[src/rtl/rs232_recv_fifo.sv]
// ============================================================================
// rs232_recv_fifo : RS-232 receiver, DATA_BITS words into a FIFO, valid/ready.
// Optional parity via RS232_RECV_PARITY_EN. Rev 1.0
// ============================================================================
`default_nettype none

module rs232_recv_fifo #(
  parameter int PERIOD     = 1250,
  parameter int DATA_BITS  = 8,
  parameter int FIFO_DEPTH = 4,
  parameter int PARITY_ODD = 0
) (
  input  logic                          clk,
  input  logic                          resetn,
  input  logic                          rx,
  output logic [DATA_BITS-1:0]          rx_data,
  output logic                          rx_valid,
  input  logic                          rx_ready,
  output logic [$clog2(FIFO_DEPTH):0]   fill,
  output logic                          frame_err,
  output logic                          parity_err,
  output logic                          overrun
);

  localparam int CNT_W = $clog2(PERIOD);
  localparam int BIT_W = $clog2(DATA_BITS);
  localparam int PTR_W = $clog2(FIFO_DEPTH);

  localparam logic [CNT_W-1:0] c_HALF  = CNT_W'(PERIOD / 2 - 1);
  localparam logic [CNT_W-1:0] c_FULL  = CNT_W'(PERIOD - 1);
  localparam logic [BIT_W-1:0] c_LAST  = BIT_W'(DATA_BITS - 1);
  localparam logic [PTR_W:0]   c_DEPTH = (PTR_W + 1)'(FIFO_DEPTH);

  typedef enum logic [2:0] {
    S_IDLE   = 3'd0,
    S_START  = 3'd1,
    S_DATA   = 3'd2,
    S_PARITY = 3'd3,
    S_STOP   = 3'd4,
    S_BREAK  = 3'd5
  } state_t;

  logic                 r_rx_meta;
  logic                 r_rx_s;
  state_t               r_state, w_state_nxt;
  logic [CNT_W-1:0]     r_cnt, w_cnt_nxt;
  logic [DATA_BITS-1:0] r_shift, w_shift_nxt;
  logic [BIT_W-1:0]     r_bit, w_bit_nxt;
  logic                 w_tick;
  logic                 w_push, w_ferr, w_perr;
  logic                 r_push;
  logic                 r_frame_err;
  logic                 r_overrun;

  always_ff @(posedge clk) begin
    if (!resetn) begin
      r_rx_meta <= 1'b1;
      r_rx_s    <= 1'b1;
    end else begin
      r_rx_meta <= rx;
      r_rx_s    <= r_rx_meta;
    end
  end

  assign w_tick = (r_cnt == '0);

`ifdef RS232_RECV_PARITY_EN
  logic r_perr, w_perr_nxt;
  logic r_parity_err;
`endif

  always_ff @(posedge clk) begin
    if (!resetn) begin
      r_state     <= S_IDLE;
      r_cnt       <= '0;
      r_shift     <= '0;
      r_bit       <= '0;
      r_push      <= 1'b0;
      r_frame_err <= 1'b0;
`ifdef RS232_RECV_PARITY_EN
      r_perr       <= 1'b0;
      r_parity_err <= 1'b0;
`endif
    end else begin
      r_state     <= w_state_nxt;
      r_cnt       <= w_cnt_nxt;
      r_shift     <= w_shift_nxt;
      r_bit       <= w_bit_nxt;
      r_push      <= w_push;
      r_frame_err <= w_ferr;
`ifdef RS232_RECV_PARITY_EN
      r_perr       <= w_perr_nxt;
      r_parity_err <= w_perr;
`endif
    end
  end

  always_comb begin
    w_state_nxt = r_state;
    w_cnt_nxt   = w_tick ? r_cnt : r_cnt - 1'b1;
    w_shift_nxt = r_shift;
    w_bit_nxt   = r_bit;
    w_push      = 1'b0;
    w_ferr      = 1'b0;
    w_perr      = 1'b0;
`ifdef RS232_RECV_PARITY_EN
    w_perr_nxt  = r_perr;
`endif
    case (r_state)
      S_IDLE: begin
        if (!r_rx_s) begin
          w_cnt_nxt   = c_HALF;
          w_state_nxt = S_START;
        end
      end
      S_START: begin
        if (w_tick) begin
          if (r_rx_s) begin
            w_state_nxt = S_IDLE;
          end else begin
            w_cnt_nxt   = c_FULL;
            w_bit_nxt   = '0;
            w_state_nxt = S_DATA;
`ifdef RS232_RECV_PARITY_EN
            w_perr_nxt  = 1'b0;
`endif
          end
        end
      end
      S_DATA: begin
        if (w_tick) begin
          w_shift_nxt = {r_rx_s, r_shift[DATA_BITS-1:1]};
          w_cnt_nxt   = c_FULL;
          w_bit_nxt   = r_bit + 1'b1;
          if (r_bit == c_LAST) begin
`ifdef RS232_RECV_PARITY_EN
            w_state_nxt = S_PARITY;
`else
            w_state_nxt = S_STOP;
`endif
          end
        end
      end
`ifdef RS232_RECV_PARITY_EN
      S_PARITY: begin
        if (w_tick) begin
          // Data XOR parity bit must equal 1 for odd sense, 0 for even.
          w_perr_nxt  = ((^r_shift) ^ r_rx_s) != 1'(PARITY_ODD);
          w_cnt_nxt   = c_FULL;
          w_state_nxt = S_STOP;
        end
      end
`endif
      S_STOP: begin
        if (w_tick) begin
          if (r_rx_s) begin
`ifdef RS232_RECV_PARITY_EN
            w_perr = r_perr;
            w_push = !r_perr;
`else
            w_push = 1'b1;
`endif
            w_state_nxt = S_IDLE;
          end else begin
            w_ferr      = 1'b1;
            w_state_nxt = S_BREAK;
          end
        end
      end
      S_BREAK: begin
        if (r_rx_s) w_state_nxt = S_IDLE;
      end
      default: w_state_nxt = S_IDLE;
    endcase
  end

  // FIFO: r_shift stays stable for half a bit after the stop tick, so the
  // registered push can write it directly.
  logic [DATA_BITS-1:0] r_mem [FIFO_DEPTH];
  logic [PTR_W-1:0]     r_wr_ptr, r_rd_ptr;
  logic [PTR_W:0]       r_fill;
  logic                 w_full, w_pop, w_wr;

  assign w_full = (r_fill == c_DEPTH);
  assign w_pop  = (r_fill != '0) && rx_ready;
  assign w_wr   = r_push && (!w_full || w_pop);

  always_ff @(posedge clk) begin
    if (!resetn) begin
      for (int i = 0; i < FIFO_DEPTH; i++) r_mem[i] <= '0;
      r_wr_ptr  <= '0;
      r_rd_ptr  <= '0;
      r_fill    <= '0;
      r_overrun <= 1'b0;
    end else begin
      r_overrun <= r_push && w_full && !w_pop;
      if (w_wr) begin
        r_mem[r_wr_ptr] <= r_shift;
        r_wr_ptr        <= r_wr_ptr + 1'b1;
      end
      if (w_pop) r_rd_ptr <= r_rd_ptr + 1'b1;
      if (w_wr && !w_pop)      r_fill <= r_fill + 1'b1;
      else if (!w_wr && w_pop) r_fill <= r_fill - 1'b1;
    end
  end

  assign rx_data   = r_mem[r_rd_ptr];
  assign rx_valid  = (r_fill != '0);
  assign fill      = r_fill;
  assign frame_err = r_frame_err;
  assign overrun   = r_overrun;
`ifdef RS232_RECV_PARITY_EN
  assign parity_err = r_parity_err;
`else
  assign parity_err = 1'b0;
`endif

endmodule

`default_nettype wire
[config.mk]
export PLATFORM = sky130hd
export DESIGN_NAME = rs232_recv_fifo
export DESIGN_NICKNAME = d
export VERILOG_FILES = /design/src/rtl/rs232_recv_fifo.sv
export SDC_FILE = /design/constraint.sdc
export NUM_CORES = 1
export LEC_CHECK = 0
export ABC_AREA = 1
export BUFFER_PORTS_ARGS = -buffer_cell sky130_fd_sc_hd__buf_4
export CAP_MARGIN = 20
export CORE_UTILIZATION = 35
export DETAILED_ROUTE_END_ITERATION = 8
export PLACE_DENSITY_LB_ADDON = 0.05
export SLEW_MARGIN = 20
export SYNTH_ARGS = -nofsm -noshare
export SYNTH_HDL_FRONTEND = slang
export SYNTH_SLANG_ARGS = --single-unit
export TNS_END_PERCENT = 100
[constraint.sdc]
create_clock -name clk -period 4.42 [get_ports clk]
set_clock_uncertainty 0.2 [all_clocks]
set_input_delay 0.442 -clock clk [delete_from_list [all_inputs] [get_ports clk]]
set_output_delay 0.442 -clock clk [all_outputs]
set_load 0.005 [all_outputs]
-- Yosys cells after proc, flatten, opt, wreduce, memory -nomap -nowiden
Memory sizes are Yosys's and may differ from the RTL's. A register that Yosys moved wholly into a read port is not among the register bits.
Cells that the tools add are included.
- register bits: 37
- RAM bits: 32
- input port bits: 4
- output and inout bits: 15
- memories: 1
- add/subtract/negate cells: 6
- eq/ne operators: 13
- multiplexer cells: 32
- reductions and logical operators: 20
- memory list (memory ; depth ; width ; read ports ; clocked after memory_dff ; wr ports ; RTL line ; RTL):
    r_mem ; 4 ; 8 ; 1 ; 1 ; 4 ; 179 ; logic [DATA_BITS-1:0] r_mem [FIFO_DEPTH];
- operator list (cell ; count):
    11-bit 2-to-1 mux ; 5
    3-bit 2-to-1 mux ; 12
    11-bit case mux with 3 select lines ; 1
    3-bit case mux with 5 select lines ; 1
    2-bit != test, second input constant ; 7
    3-bit == test, second input constant ; 4
    11-bit zero test ; 1
    11-bit by 1-bit subtractor with 11-bit output, second input constant ; 1
    2-bit 2-to-1 mux ; 4
    8-bit 2-to-1 mux ; 1
    8-bit OR reduction ; 1
    1-bit 2-to-1 mux ; 7
    3-bit by 1-bit adder with 3-bit output, second input constant ; 2
    1-bit logical AND ; 6
    3-bit case mux with 2 select lines ; 1
    6-bit AND reduction ; 1
    2-bit by 1-bit adder with 2-bit output, second input constant ; 2
    4-bit AND reduction ; 1
    2-bit nonzero test ; 2
    3-bit by 1-bit == test with 1-bit output, second input constant ; 1
    3-bit by 2-bit == test with 1-bit output, second input constant ; 1
    1-bit zero test ; 3
    3-bit zero test ; 1
    3-bit AND reduction ; 1
    other kinds (4) ; 4

-- Depth between registers and ports, before layout
Gate-level depths: netlist (run 1).
- word-level depth: 9
- gate-level depth with buffers: 12
- depth with buffers taken out: 12

-- Worst setup path after synthesis (run 1)
No wires, ideal clock.
- kind: reg2reg
- start: reg r_fill[0], in the netlist fill[0]
- end: reg r_fill[2], in the netlist fill[2]
- library setup time: 0.122 ns
- arrival time: 1.726 ns
- slack: 2.372 ns
- cell stages (with the launch flop): 12
- path buffers: 0
- period minus slack after synthesis: 2.048 ns
- cells stage by stage: dfxtp_1 > nor2_1 > nand3_1 > nand2_1 > inv_1 > ha_1 > inv_1 > fa_1 > a21oi_1 > o21ai_0 > o21ai_0 > a21oi_1
- cells in the longest elaborated chain, start to end: 7
- elaborated cells between the ends (all ways): 15
- those cells by class: add/sub (2); eq/ne (1); mux (2); reduce/logical (10)
- RTL lines (element ; RTL line ; RTL):
    start: declaration ; 181 ; logic [PTR_W:0] r_fill;
    start signal: assignment ; 202 ; if (w_wr && !w_pop) r_fill <= r_fill + 1'b1;
    start signal: assignment ; 203 ; else if (!w_wr && w_pop) r_fill <= r_fill - 1'b1;
    3-bit == test / 3-bit nonzero test (equally long branches) ; 184, 185 ;
    1-bit zero test / 1-bit logical AND (equally long branches) ; 186, 185 ;
    1-bit logical OR (*) ; 186 ; assign w_wr = r_push && (!w_full || w_pop);
    1-bit logical AND (*) ; 186 ;
    named net w_wr ; 182 ; logic w_full, w_pop, w_wr;
    1-bit zero test ; 203 ;
    1-bit logical AND ; 203 ;
    2-bit nonzero test (no line) ; -- ;
Mark *: on every way through the listed nets, which the timed path passes. The rest lies on a longest branch. The select of a mux whose other input is x is not followed.
A chain may end at the register's enable or synchronous reset.

==> results of run 1 <==
[report_power, final]
part | total [mW] | internal [mW] | switching, mW
logic | 0.722 | 0.293 | 0.428
clock network | 0.539 | 0.294 | 0.245
registers | 0.850 | 0.766 | 0.0838
[worst register-to-register path: stages, from the launching register on]
cell,delay [ps]
dfxtp_1,430
nor2_1,110
nand3_1,100
nand2_1,150
inv_1,100
ha_1,140
inv_1,60
fa_1,380
a21oi_1,150
o21ai_0,120
o21ai_0,150
a21oi_1,50
[cells in the final DEF (no fill, tap or decap)]
| master | count |
|---|---|
| nand4_1 | 4 |
| clkbuf_16 | 1 |
| o31ai_2 | 1 |
| nand3_1 | 15 |
| edfxtp_1 | 32 |
| o211ai_1 | 2 |
| nor2_1 | 74 |
| nand2_2 | 2 |
| nand2_4 | 1 |
| a21oi_1 | 20 |
| clkbuf_8 | 9 |
| o21ai_1 | 2 |
| nor2_2 | 2 |
| nand2_1 | 53 |
| ha_1 | 6 |
| clkinv_4 | 1 |
| dfxtp_1 | 39 |
| clkinvlp_4 | 1 |
| o21ai_0 | 35 |
| o21ai_2 | 2 |
| inv_1 | 46 |
| o22ai_1 | 9 |
| conb_1 | 1 |
| or2_2 | 3 |
| nor2_4 | 4 |
| a211oi_1 | 1 |
| nor3_1 | 1 |
| bufinv_16 | 1 |
| clkinv_2 | 2 |
| fa_1 | 1 |
| nand3_2 | 7 |
| inv_2 | 6 |
| buf_4 | 17 |
| xor2_1 | 3 |
| clkbuf_1 | 1 |
[sequential cells by signal, summed over array words and instances (netlist names), 2 cells and up, named ones only]
name and cells:
r_rd_ptr 2, r_wr_ptr 2, fill 3, r_cnt 11, r_state 3, r_shift 8, r_mem 32, r_bit 3
[synthesized netlist by cell type (2+ instances only)]
cell      number  area share [%]
nor2_2         2            0.39
nand3_1       15             2.3
xor2_1         3            0.81
ha_1           6             2.3
inv_1         46             5.3
nand2_1       53             6.1
buf_2          2            0.31
o21ai_1        2            0.31
inv_2          6            0.69
nand2_2        2            0.39
o211ai_1       2            0.46
nor2_1        74             8.6
o21ai_0       35             5.4
edfxtp_1      32              30
o22ai_1        9             1.7
nand4_1        4            0.77
a21oi_1       20             3.1
o21ai_2        2            0.54
dfxtp_1       39              24
or2_2          3            0.58
nor2_4         4             1.4
nand3_2        7             2.2
clkbuf_1       2            0.23
[stage by stage]
| step | cells | util, % |
|---|---|---|
| after CTS | 513 | 41.5 |
| after detailed placement | 497 | 39.2 |
| after global routing | 513 | 41.6 |
| final | 513 | 41.6 |
| after global placement | 497 | 39.2 |
| after floorplan | 379 | - |
[layer usage]
layer	GRT usage, %	vias to the layer above	share of wire (%)
met4	7.12	0	2.5
met1	18.7	1123	46
li1	-	1291	-
met2	26.0	39	49
met3	3.44	13	2.9
met5	0	-	0
[final cells by class]
cell class	count	area (µm²)
Fill cell	927	5170
Sequential cell	71	1740
Multi-Input combinational cell	249	1270
Clock inverter	5	56.3
Timing Repair Buffer	17	128
Clock buffer	11	153
Inverter	52	195
Tap cell	108	135
[worst max path at each step]
stage	from	to	slack, ps	cells after the start
floorplan	fill[0]	fill[2]	2370	11
global placement	rx_ready	r_mem[3][5]	2090	5
detailed placement	rx_ready	r_mem[3][5]	1990	5
CTS	flop	rx_data[2]	1920	4
global route	flop	rx_data[2]	1780	4
finish	flop	rx_data[1]	1960	4
[kinds of logic (layout without fill, tap and decap cells)]
kind of cell | after synthesis | in the layout | synth area share (%)
simple gates | 166 | 166 | 23.2
compound gates | 72 | 72 | 12.0
flops | 71 | 71 | 53.7
buf+inv | 59 | 85 | 7.25
fa+ha+maj | 7 | 7 | 2.93
xor+xnor | 3 | 3 | 0.810
other cells | 1 | 1 | 0.116
==> impl_metrics.json, run 1 <==
{
  "boundaryPins": 19,
  "timing.rr.start": "fill[0]",
  "status": "complete, but fails checks",
  "r2r_end": "fill[2]",
  "path_buf_inv": 2,
  "ys_ff_latch": 71,
  "slew_headroom_pct": 50.2,
  "crit_type": "flop to output port",
  "wirelength_mm": 6.90,
  "cpPeakStageDelay_ps": 630,
  "firstDrtPassIters": 8,
  "syn_area_um2": 3240,
  "wl_per_cell_um": 13.4,
  "hold_path_end": "r_rx_meta",
  "crit_slowest_cell": "dfxtp_1",
  "dp_hpwl_mm": 5.09,
  "finalPower_mw": 2.11,
  "period_needed_ps": 2460,
  "cts-buffers-inserted": 9,
  "die_area_um2": 9660,
  "grt_max_degree": 29,
  "ys_types": 32,
  "final_area_um2": 3680,
  "setup_violations": 0,
  "first_global_vias": 2358,
  "endpoint_kind": "output port",
  "clk_path_buf_depth": 2,
  "overflow": 0,
  "crit_fanout": 17,
  "reg2reg_depth": 11,
  "violations": "design-rule violations",
  "syn_area_per_cell_um2": 8.56,
  "core_region_area_um2": 8850,
  "clock_latency_ps": 340,
  "p_leak_nw": 1.52,
  "async_flop_share_pct": 0,
  "grt_pass1_wl_mm": 11.3,
  "placed_area_um2": 3470,
  "synth_nets": 390,
  "hold_viol_final": 0,
  "worstMarginPinSlew_ps": 742,
  "min_path_type": "input pin to flop",
  "syn_inst": 379,
  "fin_setup_tns_ps": 0,
  "rows": 34,
  "via_per_inst": 4.81,
  "drt-initial-drc-count": 71,
  "drcViolationCount": 1,
  "synth_warnings": 0,
  "worstPathCellList": "inv_1 > o21ai_0 > o22ai_1 > buf_4",
  "seq_area_frac_synth_pct": 53.7,
  "die_y_um": 98.3,
  "cp_data_required_time_ps": 3780,
  "layout.nets": 411,
  "cts_tree": "done",
  "cts_max_level": 3,
  "rrSetupSlack_ps": 2180,
  "synth_edf_count": 32,
  "cts-resized-gates": 0,
  "cts_setup_buffers": 0,
  "drive_above_1_share_pct": 14.8,
  "drv_slew": 0,
  "power_density_nw_per_um2": 574,
  "start_util_pct": 36.7,
  "pre_cts_ws_ps": 1990,
  "fin_ws_ps": 1960,
  "clock-sinks": 71,
  "vdd.ir_drop.worst_v": 0.000315,
  "track_usage_pct": 15.4,
  "hold_depth": 2,
  "cp.arrival_ps": 1820,
  "cap_violations": 0,
  "synth-main-ff-cell": "dfxtp_1",
  "clock-root-buffer": "clkbuf_8",
  "cts_hold_buf": 0,
  "grt_antenna_before_repair": 0,
  "port_buffers": 17,
  "vias": 2466,
  "crit_path_start_kind": "flop",
  "critPathTopFamily": "flip-flops",
  "fmax_ghz": 0.407,
  "rsz0062_at_grt": "no",
  "antenna_cells": 0,
  "die_w_um": 98.3,
  "antenna_left": 0,
  "area_delta_synth_final_pct": 13.5,
  "hold_start": "rx",
  "routabilityCongestion": 0.783,
  "fin_crit_sh_pct": 55.6,
  "clk_pin_slew_ps": 70,
  "holdWs_ps": 96.0
}
No activity file was read; power rests on OpenSTA's default activity.
==> inputs of run 2 (changes only) <==
==> constraint.sdc (replaced) <==
create_clock -name clk -period 2.5 [get_ports clk]
set_clock_uncertainty 0.2 [all_clocks]
set_input_delay 0.25 -clock clk [delete_from_list [all_inputs] [get_ports clk]]
set_output_delay 0.25 -clock clk [all_outputs]
set_load 0.005 [all_outputs]
==> impl_metrics.json, run 2 (synthesis results as in run 1) <==
{
  "pre_cts_ws_ps": 321,
  "track_usage_pct": 15.6,
  "port_buffers": 17,
  "placed_area_um2": 3510,
  "clk_pin_slew_ps": 80,
  "cts-buffers-inserted": 9,
  "clk_path_buf_depth": 2,
  "cts_setup_buffers": 0,
  "firstDrtPassIters": 6,
  "rsz0062_at_grt": "no",
  "via_per_inst": 4.77,
  "crit_path_start_kind": "input pin",
  "cap_violations": 0,
  "cts_max_level": 3,
  "reg2reg_depth": 11,
  "period_needed_ps": 2230,
  "cp_data_required_time_ps": 2520,
  "vias": 2487,
  "rrSetupSlack_ps": 360,
  "rows": 34,
  "grt_max_degree": 28,
  "fin_util_pct": 42.1,
  "layout.nets": 419,
  "setup_violations": 0,
  "clock-root-buffer": "clkbuf_8",
  "crit_type": "input pin to flop",
  "final_cell_mix": "nor2_1 (74), nand2_1 (53), inv_1 (46), dfxtp_1 (38), o21ai_0 (35)",
  "status": "completed",
  "cpMostUsedCell": "inv_1",
  "register_area_um2": 1740,
  "die_y_um": 98.3,
  "fillers": 927,
  "start_util_pct": 36.7,
  "min_path_type": "input pin to flop",
  "antenna_left": 0,
  "cpPeakStageDelay_ps": 530,
  "holdWs_ps": 70.1,
  "overflow": 0,
  "timing.rr.start": "fill[1]",
  "worstPathCellList": "dlygate4sd3_1 > buf_4 > inv_1 > nand3_1 > nand2_1 > inv_1 > ha_1 > inv_1 > fa_1 > a21oi_1 > o21ai_0 > o21ai_0 > a21oi_1",
  "crit_slowest_cell": "dlygate4sd3_1",
  "fin_setup_tns_ps": 0,
  "power_density_nw_per_um2": 995,
  "drcViolationCount": 0,
  "wirelength_mm": 6.96,
  "crit_fanout": 4,
  "core_region_area_um2": 8850,
  "first_global_vias": 2386,
  "clock-sinks": 71,
  "multi_input_area_um2": 1270,
  "r2r_end": "fill[2]",
  "layout_top_registers": "r_mem: 32 flops, r_cnt: 11 flops, r_shift: 8 flops",
  "cts_tree": "done",
  "grt_pass1_wl_mm": 11.8,
  "worstMarginPinSlew_ps": 528,
  "drt-initial-drc-count": 55,
  "drv_slew": 0,
  "grt_antenna_before_repair": 0,
  "fin_ws_ps": 265,
  "cp.arrival_ps": 2260,
  "largest-register": "r_mem",
  "largest_reg_flops": 32,
  "wl_per_cell_um": 13.4,
  "routabilityCongestion": 0.814,
  "die_w_um": 98.3,
  "fin_crit_sh_pct": 89.4,
  "startpoint": "rx_ready",
  "die_area_um2": 9660,
  "crit_path_end": "fill[2]",
  "dp_hpwl_mm": 4.70,
  "antenna_cells": 0,
  "endpoint_kind": "flop",
  "p_leak_nw": 1.55,
  "area_delta_synth_final_pct": 14.8,
  "final_area_um2": 3720,
  "final_common_cell": "nor2_1",
  "boundaryPins": 19,
  "clock_latency_ps": 340,
  "fmax_ghz": 0.448,
  "drive_above_1_share_pct": 16.0,
  "hold_viol_final": 0,
  "slew_headroom_pct": 64.8,
  "vdd.ir_drop.worst_v": 0.000556
}
run 2: where the power goes:
part	leakage (nW)	internal (mW)	switching (mW)
clock	0.100	0.460	0.444
combinational	0.803	0.530	0.793
sequential	0.649	1.36	0.121
total	1.55	2.35	1.36
run 2: worst min-delay path by stage:
stage          startpoint         to  slack, ps  cells after the start
5_1_grt            resetn   r_bit[1]         80                      3
3_3_place_gp    r_rx_meta     r_rx_s        200                      1
3_5_place_dp    r_rx_meta     r_rx_s        200                      1
4_1_cts            resetn   r_bit[1]         70                      3
6_report           resetn   r_bit[2]         70                      3
2_1_floorplan          rx  r_rx_meta        160                      1
run 2: per-stage QoR:
stage	total power [mW]	cells
5_1_grt	4.02	521
3_5_place_dp	2.84	503
3_3_place_gp	2.83	503
2_1_floorplan	2.44	379
4_1_cts	3.75	521
6_report	3.70	521
run 2: critical path: cells and delay by family:
family,cells,cell delay (ps)
AND/OR/NAND/NOR,2,230
AO/OA/AOI/OAI,4,450
adder cells (fa/ha/maj),2,510
buffers and inverters,5,820
run 2: what timing repair did:
action                                  in CTS  in global routing
hold buffers                                 2                  0
endpoints found under the setup margin       0                  1
gates resized for setup                      0                  1
endpoints found under the hold margin        2                  0
run 2: metal layers:
layer	track usage [%]	wire (µm)	up-vias
met5	0	0	-
met4	5.51	88	0
li1	-	-	1299
met2	26.3	3310	36
met1	20.3	3380	1142
met3	2.58	176	10
run 2: layout make-up:
cell class	instances	area share, %
repair buffers	25	5.18
inverters	52	5.24
multi-input cells	249	34.0
well taps	108	3.63
clock inverters	6	1.68
flip-flops and latches	71	46.8
clock buffers	10	3.43
==> inputs of run 3 (changes only) <==
--- a/config.mk
+++ b/config.mk
@@ -5,9 +5,10 @@
 export SDC_FILE = /design/constraint.sdc
 export NUM_CORES = 1
 export LEC_CHECK = 0
-export ABC_AREA = 1
+export ABC_AREA = 0
 export BUFFER_PORTS_ARGS = -buffer_cell sky130_fd_sc_hd__buf_4
 export CAP_MARGIN = 20
+export CORE_ASPECT_RATIO = 1.2
 export CORE_UTILIZATION = 35
 export DETAILED_ROUTE_END_ITERATION = 8
 export PLACE_DENSITY_LB_ADDON = 0.05
==> impl_metrics.json, run 3 <==
{
  "final_cells": 440,
  "drt-initial-drc-count": 46,
  "synth_nets": 294,
  "overflow": 0,
  "worstMarginPinSlew_ps": 744,
  "status": "completed",
  "cts_tree": "done",
  "routabilityCongestion": 0.774,
  "antenna_left": 0,
  "wirelength_mm": 6.43,
  "start_util_pct": 35.9,
  "firstDrtPassIters": 4,
  "slew_headroom_pct": 50.1,
  "rrSetupSlack_ps": 130,
  "antenna_cells": 0,
  "hold_start": "rx_ready",
  "track_usage_pct": 14.6,
  "clk_pin_slew_ps": 90,
  "cp.arrival_ps": 2400,
  "grt_pass1_wl_mm": 10.8,
  "ys_types": 54,
  "ys_ff_latch": 71,
  "drv_slew": 0,
  "fin_ws_ps": 133,
  "setup_violations": 0,
  "finalPower_mw": 3.32,
  "boundaryPins": 19,
  "fin_crit_sh_pct": 94.7,
  "clock-root-buffer": "clkbuf_8",
  "first_global_vias": 2121,
  "synth-main-ff-cell": "dfxtp_1",
  "drcViolationCount": 0,
  "min_path_type": "input pin to flop",
  "synth_top_area_cell": "edfxtp_1",
  "wl_per_cell_um": 14.6,
  "seq_area_frac_synth_pct": 53.8,
  "dp_hpwl_mm": 4.62,
  "synth_warnings": 0,
  "cap_violations": 0,
  "place_inst": 423,
  "via_per_inst": 4.82,
  "timing.rr.start": "r_cnt[1]",
  "vdd.ir_drop.worst_v": 0.000584,
  "cts_max_level": 3,
  "die_y_um": 107,
  "startpoint": "r_cnt[1]",
  "layout_top_registers": "r_mem: 32 flops, r_cnt: 11 flops, r_shift: 8 flops",
  "power_density_nw_per_um2": 856,
  "endpoint_kind": "flop",
  "port_buffers": 17,
  "largest-register": "r_mem",
  "drive_above_1_share_pct": 23.1,
  "hold_viol_final": 0,
  "layout.nets": 326,
  "post-synth-top-count-cell": "dfxtp_1",
  "synth_commonest_cells": "dfxtp_1 (39), and2_1 (35), edfxtp_1 (32)",
  "fin_util_pct": 42.9,
  "grt_max_degree": 21,
  "synth_top_cells_by_area": "edfxtp_1 (30%), dfxtp_1 (24%), and2_1 (6.8%)",
  "syn_area_per_cell_um2": 11.4,
  "yosys.area.top_type_share_pct": 29.7,
  "fmax_ghz": 0.422,
  "crit_fanout": 4,
  "vias": 2121,
  "clk_path_buf_depth": 2,
  "syn_inst": 283,
  "synth_edf_count": 32,
  "clock-sinks": 71,
  "p_leak_nw": 1.44,
  "area_delta_synth_final_pct": 19.7,
  "cp_data_required_time_ps": 2530,
  "crit_type": "flop to flop",
  "crit_path_start_kind": "flop",
  "die_w_um": 89.8,
  "core_region_area_um2": 9030,
  "largest_reg_flops": 32,
  "async_flop_share_pct": 0,
  "cts-buffers-inserted": 9,
  "final_cell_mix": "dfxtp_1 (38), and2_1 (35), buf_4 (33), edfxtp_1 (32), nor2_1 (24)",
  "final_common_cell": "dfxtp_1",
  "pre_cts_ws_ps": 95.5,
  "syn_area_um2": 3240,
  "rows": 38,
  "die_area_um2": 9650,
  "clock_latency_ps": 340,
  "grt_antenna_before_repair": 0,
  "period_needed_ps": 2370,
  "rsz0062_at_grt": "no"
}
-- run 3: changes by cell type after synthesis, moves of 7 or more --
cell / delta
clkbuf_1: +8
nand3_2: -7
o21ai_0: -26
mux4_2: +8
a21oi_1: -11
nand3_1: -8
inv_1: -38
o22ai_1: -8
nand2b_1: +7
nand2_1: -42
mux2i_1: +8
and2_1: +35
nor2_1: -50
-- run 3: worst paths after layout --
check / to / depth (start not counted)
hold reg to reg: r_rx_s / 1
setup reg to reg: r_cnt[0] / 10
setup / recovery: r_cnt[0] / 10
hold / removal: overrun / 4
-- run 3: metrics by stage --
stage	instance area [µm²]	hold slack (ps)	TNS [ps]
after floorplan	3270	151	-149
after global placement	3630	193	0
after detailed placement	3630	200	0
after CTS	3860	101	0
after global routing	3880	85.9	0
final	3880	86.9	0
-- run 3: cell families after synthesis --
kind of cell / synth area share, %
compound gates: 8.92
fa+ha+maj: 2.94
flops: 53.8
mux: 8.03
other cells: 0.116
xor+xnor: 3.51
simple gates: 19.8
buf+inv: 2.94
-- run 3: layout make-up --
cell class | count | area [µm²]
fillers | 894 | 5160
clock inverters | 5 | 61.3
flip-flops and latches | 71 | 1750
inverters | 9 | 33.8
clock buffers | 11 | 163
well taps | 120 | 150
repair buffers | 35 | 278
multi-input cells | 189 | 1450
-- run 3: metal layers --
layer	vias to the layer above	wire length, µm	track usage (%)
li1	1081	-	-
met1	1005	2790	16.4
met2	29	3370	26.7
met3	6	202	3.46
met4	0	71	5.27
met5	-	0	0
-- run 3: worst max-delay path, cell delays in order, from the launching register on --
cell     delay, ps
dfxtp_1        340
inv_2           90
ha_4           120
or4b_4         500
nor3_4         150
inv_2           70
ha_4           210
and3b_1        170
a21oi_1        120
o22ai_1        100
a32o_1         200
-- run 3: report_power, final --
group	switching (mW)	total, mW	leakage [nW]	internal [mW]
Clock	0.456	1.01	0.112	0.555
Sequential	0.102	1.42	0.648	1.32
Combinational	0.455	0.889	0.677	0.435
Total	1.01	3.32	1.44	2.31
-- run 3: repair_timing --
item,CTS,global route
hold endpoints to repair,1,0
resized for setup,0,3
setup endpoints to repair,0,2
hold buffers,1,0
buffers inserted,0,0
